==> config.mk <==
export PLATFORM = sky130hd
export DESIGN_NAME = booth_multiplier
export DESIGN_NICKNAME = d
export VERILOG_FILES = /design/src/rtl/arith_pkg.sv /design/src/rtl/adder_subtractor.sv /design/src/rtl/booth_multiplier.sv
export SDC_FILE = /design/constraint.sdc
export NUM_CORES = 1
export LEC_CHECK = 0
export ABC_CLOCK_PERIOD_IN_PS = 3500
export CORE_MARGIN = 2
export CORE_UTILIZATION = 33
export DETAILED_ROUTE_END_ITERATION = 8
export PLACE_DENSITY = 0.51
export SKIP_CTS_REPAIR_TIMING = 1
export SLEW_MARGIN = 20
export SYNTH_ARGS = -nofsm -noshare
export SYNTH_HDL_FRONTEND = slang
export SYNTH_HIERARCHICAL = 1
export SYNTH_SLANG_ARGS = --single-unit
export TNS_END_PERCENT = 5
==> constraint.sdc <==
create_clock -name clk -period 3.5 [get_ports clk]
set_clock_uncertainty 0.2 [all_clocks]
set_input_delay 0.525 -clock clk [delete_from_list [all_inputs] [get_ports clk]]
set_output_delay 0.525 -clock clk [all_outputs]
set_load 0.05 [all_outputs]
==> src/rtl/arith_pkg.sv <==
// Shared arithmetic definitions for the sequential multiply path.
//   state_t      : multiplier controller states (IDLE/RUN/DONE)
//   booth_op_t   : radix-2 Booth operation selected by {Q[0], q_1}
//   cnt_width()  : iteration counter width for an N-bit multiply
//   booth_decode : maps {Q[0], q_1} to a Booth operation
package arith_pkg;

    typedef enum logic [1:0] {
        IDLE = 2'b00,
        RUN  = 2'b01,
        DONE = 2'b10
    } state_t;

    typedef enum logic [1:0] {
        BOOTH_NOP = 2'b00,
        BOOTH_ADD = 2'b01,
        BOOTH_SUB = 2'b10
    } booth_op_t;

    // The counter has to hold the value N itself, hence N+1.
    function automatic int cnt_width(input int n);
        return $clog2(n + 1);
    endfunction

    function automatic booth_op_t booth_decode(input logic q0, input logic q_1);
        case ({q0, q_1})
            2'b01:   return BOOTH_ADD;
            2'b10:   return BOOTH_SUB;
            default: return BOOTH_NOP;
        endcase
    endfunction

endpackage

==> src/rtl/adder_subtractor.sv <==
// W-bit two's-complement adder/subtractor.
//   a, b      : operands
//   sub       : 0 -> y = a + b, 1 -> y = a - b
//   y         : W-bit result
//   carry_out : carry out of the MSB (inverted borrow when subtracting)
//   overflow  : signed overflow of the W-bit result
module adder_subtractor #(
    parameter int W = 8
) (
    input  logic [W-1:0] a,
    input  logic [W-1:0] b,
    input  logic         sub,
    output logic [W-1:0] y,
    output logic         carry_out,
    output logic         overflow
);

    logic [W-1:0] b_eff;

    always_comb begin
        b_eff               = b ^ {W{sub}};
        {carry_out, y}      = {1'b0, a} + {1'b0, b_eff} + {{W{1'b0}}, sub};
        overflow            = (a[W-1] == b_eff[W-1]) && (y[W-1] != a[W-1]);
    end

endmodule

==> src/rtl/booth_multiplier.sv <==
// Sequential radix-2 Booth multiplier, N-bit signed operands, 2N-bit product.
// One iteration per clock; result after N iterations.
//   clk, rst_n : clock, asynchronous active-low reset
//   start      : request a multiply (ignored while busy)
//   a, b       : signed multiplicand / multiplier, sampled on an accepted start
//   busy       : high during the N iteration cycles
//   done       : one-cycle pulse when product is updated
//   product    : signed result, held until the next completion
module booth_multiplier
    import arith_pkg::*;
#(
    parameter int N = 8
) (
    input  logic           clk,
    input  logic           rst_n,
    input  logic           start,
    input  logic [N-1:0]   a,
    input  logic [N-1:0]   b,
    output logic           busy,
    output logic           done,
    output logic [2*N-1:0] product
);

    localparam int CNT_W = cnt_width(N);

    state_t           state, state_next;
    logic [N:0]       m_reg, acc, addsub_y, acc_upd, acc_sh;
    logic [N-1:0]     q_reg, q_sh;
    logic             q_1, q_1_sh;
    logic [CNT_W-1:0] cnt;
    booth_op_t        op;
    logic             accept, last_iter;
    logic             unused_carry, unused_ovf;

    assign op = booth_decode(q_reg[0], q_1);

    // N+1-bit datapath: A +/- M cannot overflow even for M = -2^(N-1).
    adder_subtractor #(.W(N + 1)) u_addsub (
        .a         (acc),
        .b         (m_reg),
        .sub       (op == BOOTH_SUB),
        .y         (addsub_y),
        .carry_out (unused_carry),
        .overflow  (unused_ovf)
    );

    // Arithmetic right shift of {A', Q, q_1}.
    always_comb begin
        acc_upd = (op == BOOTH_NOP) ? acc : addsub_y;
        acc_sh  = {acc_upd[N], acc_upd[N:1]};
        q_sh    = {acc_upd[0], q_reg[N-1:1]};
        q_1_sh  = q_reg[0];
    end

    assign accept    = start && (state != RUN);
    assign last_iter = (state == RUN) && (cnt == CNT_W'(1));

    always_comb begin
        state_next = state;
        case (state)
            IDLE:    if (start) state_next = RUN;
            RUN:     if (last_iter) state_next = DONE;
            DONE:    state_next = start ? RUN : IDLE;
            default: state_next = IDLE;
        endcase
    end

    always_ff @(posedge clk or negedge rst_n) begin
        if (!rst_n) state <= IDLE;
        else        state <= state_next;
    end

    always_ff @(posedge clk or negedge rst_n) begin
        if (!rst_n) begin
            m_reg   <= '0;
            acc     <= '0;
            q_reg   <= '0;
            q_1     <= 1'b0;
            cnt     <= '0;
            product <= '0;
        end else if (accept) begin
            m_reg <= {a[N-1], a};
            acc   <= '0;
            q_reg <= b;
            q_1   <= 1'b0;
            cnt   <= CNT_W'(N);
        end else if (state == RUN) begin
            acc   <= acc_sh;
            q_reg <= q_sh;
            q_1   <= q_1_sh;
            cnt   <= cnt - CNT_W'(1);
            if (last_iter) product <= {acc_sh[N-1:0], q_sh};
        end
    end

    assign busy = (state == RUN);
    assign done = (state == DONE);

endmodule

# [Word level (Yosys, flattened, before mapping)]
# Cells that the tools add are included.
[totals] output_inout_bits=18 regBits=48
[op_classes] n_mux=14 n_reduce_logical=7 bitwise=2 eq_ne=9 add_sub_neg=3
[op_table] operator="9-bit two-way mux" n=3
[op_table] operator="8-bit two-way mux" n=2
[op_table] operator="9-bit by 1-bit adder with 9-bit output" n=1
[op_table] operator="9-bit adder" n=1
[op_table] operator="9-bit XOR" n=1
[op_table] operator="4-bit two-way mux" n=2
[op_table] operator="2-bit equality test, second input constant" n=3
[op_table] operator="2-bit one-hot mux with 3 select lines" n=1
[op_table] operator="2-bit by 1-bit equality test with 1-bit output, second input constant" n=2
[op_table] operator="4-bit by 1-bit equality test with 1-bit output, second input constant" n=1
[op_table] operator="2-bit zero test" n=2
[op_table] operator="2-bit two-way mux" n=2
[op_table] operator="2-bit by 1-bit != test with 1-bit output, second input constant" n=2
[op_table] operator="2-bit one-hot mux with 2 select lines" n=1
[op_table] operator="4-bit by 1-bit subtractor with 4-bit output, second input constant" n=1
[op_table] operator="1-bit two-way mux" n=3
[op_table] operator="3-bit AND reduction" n=1
[op_table] operator="1-bit logical AND" n=2
[op_table] operator="2-bit != test, second input constant" n=1
[op_table] operator="2-bit AND reduction" n=1
[op_table] operator="2-bit nonzero test" n=1
[op_table] operator="1-bit inverter" n=1

# [Longest topological paths before layout]
[logic_depth] ltp_word=9 ltp_mapped=13 ltp_nobuf=11

# [Modules after synthesis]
# Netlist, hierarchy kept.
[by_module_without_submodules] mod="booth_multiplier" area_each_um2=2092.0 cells_per_inst=168 n_inst=1 seq_area_each_um2=1176.1
[by_module_without_submodules] mod="adder_subtractor" area_each_um2=580.6 cells_per_inst=76 n_inst=1 seq_area_each_um2=0.0

# [Worst setup path after synthesis]
# OpenSTA, ideal clock, no wires.
[synth_timing] kind="register to register" start="register q_reg[0]" end="register product[14]" t_arrival_ps=2545 n_path_buf=1 stages_incl_launch_ff=12 path_slack_ps=630 required_ps=3175 path_cell_list="dfrtp_1 ha_1 buf_6 xor2_1 ha_1 and2_2 a211o_1 nand4_1 or3b_1 inv_1 o21ai_0 mux2_4"
[synth_via] elab_chain_cells=7 word_cells_on_any_way=9 classes_between="add/sub (2); eq/ne (3); mux (2); bitwise (1); reduce/logical (1)"
[synth_lines] element="start: declaration" line="booth_multiplier.sv:28" rtl="logic [N-1:0] q_reg, q_sh;"
[synth_lines] element="start signal: assignment" line="booth_multiplier.sv:89" rtl="q_reg <= q_sh;"
[synth_lines] element="2-bit equality test or 2-bit by 1-bit equality test with 1-bit output (tied branches)" line="arith_pkg.sv:26" rtl="case ({q0, q_1})"
[synth_lines] element="2-bit one-hot mux with 2 select lines (*)" line="arith_pkg.sv:26"
[synth_lines] element="2-bit equality test (*)" line="booth_multiplier.sv:41" rtl=".sub (op == BOOTH_SUB),"
[synth_lines] element="9-bit XOR" line="adder_subtractor.sv:21" rtl="b_eff = b ^ {W{sub}};"
[synth_lines] element="9-bit adder" line="adder_subtractor.sv:22" rtl="{carry_out, y} = {1'b0, a} + {1'b0, b_eff} + {{W{1'b0}}, sub};"
[synth_lines] element="9-bit by 1-bit adder with 9-bit output (*)" line="adder_subtractor.sv:22"
[synth_lines] element="named net addsub_y[7]" line="booth_multiplier.sv:27" rtl="logic [N:0] m_reg, acc, addsub_y, acc_upd, acc_sh;"
[synth_lines] element="9-bit two-way mux (*)" line="booth_multiplier.sv:49" rtl="acc_upd = (op == BOOTH_NOP) ? acc : addsub_y;"
[synth_lines] element="end signal: assignment" line="booth_multiplier.sv:92" rtl="if (last_iter) product <= {acc_sh[N-1:0], q_sh};"
[synth_lines] element="end: declaration" line="booth_multiplier.sv:21" rtl="output logic [2*N-1:0] product"
# Mark *: on every way through the listed nets, which the timed path passes. The rest lies on a longest branch.
# A chain may end at the register's enable or synchronous reset.

# [Worst setup path in the final report]
[layout_timing] start="register q_1" end="register product[14]"
[layout_via] elab_chain_cells=7 word_cells_on_any_way=9 classes_between="add/sub (2); eq/ne (3); mux (2); bitwise (1); reduce/logical (1)"
[layout_lines] element="start: declaration" line="booth_multiplier.sv:29" rtl="logic q_1, q_1_sh;"
[layout_lines] element="start signal: assignment" line="booth_multiplier.sv:90" rtl="q_1 <= q_1_sh;"
[layout_lines] element="2-bit equality test or 2-bit by 1-bit equality test with 1-bit output (tied branches)" line="arith_pkg.sv:26"
[layout_lines] element="2-bit one-hot mux with 2 select lines (*)" line="arith_pkg.sv:26"
[layout_lines] element="2-bit equality test (*)" line="booth_multiplier.sv:41"
[layout_lines] element="9-bit XOR" line="adder_subtractor.sv:21"
[layout_lines] element="9-bit adder" line="adder_subtractor.sv:22"
[layout_lines] element="9-bit by 1-bit adder with 9-bit output (*)" line="adder_subtractor.sv:22"
[layout_lines] element="named net addsub_y[7]" line="booth_multiplier.sv:27"
[layout_lines] element="9-bit two-way mux (*)" line="booth_multiplier.sv:49"
# Marks and branches as above.

==> impl_metrics.toml <==
[clock_tree]
cts_tree = "yes"
clock_path_buffers = 2
cts_made_buffers = 5
root_buffer = "clkbuf_8"
clkLatencyLatePin_ns = 0.30
htree_num_levels = 2
clock-sinks = 47
clkSlewWorstSetupHoldPaths_ns = 0.08

[worst_setup_path]
cp-start-kind = "flop"
r2r_end = "product[14]"
crit_chain = "inv_1, ha_1, xor2_1, ha_1, and2_2, a211o_1, nand4_1, or3b_1, inv_1, o21ai_0, mux2_4"
r2r-start = "q_1"
worst-path-buf-inv = 2
crit_family = "adder cells"
cp.arrival_ns = 3.14
cp-end-kind = "flop"
reg2reg_slack_ns = 0.35
critPathRequiredTime_ns = 3.49
cpPeakStageDelay_ns = 0.47
rr_worst_depth = 11
slowest_stage = "ha_1"
path_class = "reg2reg"
cp_max_fo = 9

[floorplanning]
rows = 32
dieHeight_um = 92.64
dieArea_um2 = 8581
core_area_um2 = 7687
die_w_um = 92.64
io_pins = 37
initial_utilization_pct = 33.72

[sta]
finalMaxSlewViolations = 0
setup_tns_ns = 0
period_needed_ns = 3.152
setup_violations = 0
relSlewSlack_pct = 66.47
hold_viol_final = 0
final.period_utilization_pct = 90.05
rsz0062_at_grt = "no"
max_slew.worst_pin.slew_ns = 0.5029
fmax_mhz = 317.3

[outcome]
status = "finished clean"

[yosys]
syn_nets = 262
yosysWarnings = 6
synth_area_um2 = 2592
synth.avg_cell_area_um2 = 11.27
synthCells = 230

[route]
routed_wirelength_um = 5051
vias = 1735
drc_errors = 0
routedWlPerCell_um = 13.69
viasPerCell = 4.702
detail_route.first_pass.iterations = 4
drt_iter0_drc = 114
ant_nets = 0

[finish]
nets = 298
syn_to_final_growth_pct = 21.86
drive_above_1_share_pct = 19.85
antenna_cells = 0
largest_reg_flops = 16
regMostFlops = "product"
fillers = 774

[grt]
grt_pass1_wl_um = 8466
grt-ovfl-total = 0
grt_pass1_vias = 1694
grt_max_degree = 31
grt_antenna_before_repair = 0
track_usage_pct = 12.62

[min_path]
hold_class = "reg2reg"
worstHoldStart = "product[0]"
hold_end = "product[0]"
min_path_cells = 1

[place]
gp_congestion = 0.7490
dp_hpwl_um = 3582
portBuffers = 36

[flow_run]
cap_violations = 0
area by class of cell:
| cell class | instances | area, um^2 | share of cell area (%) |
|---|---|---|---|
| clock buffers | 6 | 82.58 | 2.614 |
| clock inverters | 2 | 35.03 | 1.109 |
| flip-flops and latches | 47 | 1176 | 37.23 |
| inverters | 10 | 40.04 | 1.267 |
| repair buffers | 41 | 395.4 | 12.51 |
| well taps | 102 | 127.6 | 4.040 |
| multi-input cells | 161 | 1303 | 41.23 |
per-stage QoR:
stage          util [%]  hold slack, ns  cells  instance area (um^2)  setup slack, ns
2_1_floorplan         -         0.02941    230                  2592           0.6451
3_3_place_gp      39.44          0.2875    360                  3032           0.3801
3_5_place_dp      39.44          0.2927    360                  3032           0.3288
4_1_cts           40.97        -0.01326    368                  3149           0.3165
5_1_grt           41.10          0.3313    369                  3159           0.1632
6_report          41.10          0.3090    369                  3159           0.3482
worst max path at each step:
stage | from | endpoint | slack, ns | cells after the start
after CTS | q_1 | product[14] | 0.32 | 11
final | q_1 | product[14] | 0.35 | 11
after detailed placement | q_1 | product[14] | 0.33 | 11
after global routing | q_1 | product[14] | 0.16 | 11
after floorplan | q_reg[0] | product[14] | 0.65 | 11
after global placement | q_1 | product[14] | 0.38 | 11
cells in the final DEF (no fill, tap or decap), types with 7 or more instances in the layout:
cell	instances
clkdlybuf4s50_1	35
dfrtp_1	47
ha_1	12
inv_1	9
mux2_2	22
mux2_4	10
mux2i_1	10
nand2_1	28
nand3_1	10
nor3_1	7
o21ai_0	14
xor2_1	11
metal layers:
metal / global-route usage (%) / vias up / share of wire, % / wire, um
met5: 0 / - / 0 / 0
met4: 3.922 / 0 / 1.0 / 52
met3: 3.173 / 4 / 3.9 / 199
met2: 18.43 / 34 / 43 / 2185
met1: 18.35 / 822 / 52 / 2613
li1: - / 875 / - / -
Power is left out: the tool's default activity adds up to more than one toggle a clock period on the data nets, which glitch-free logic cannot reach.
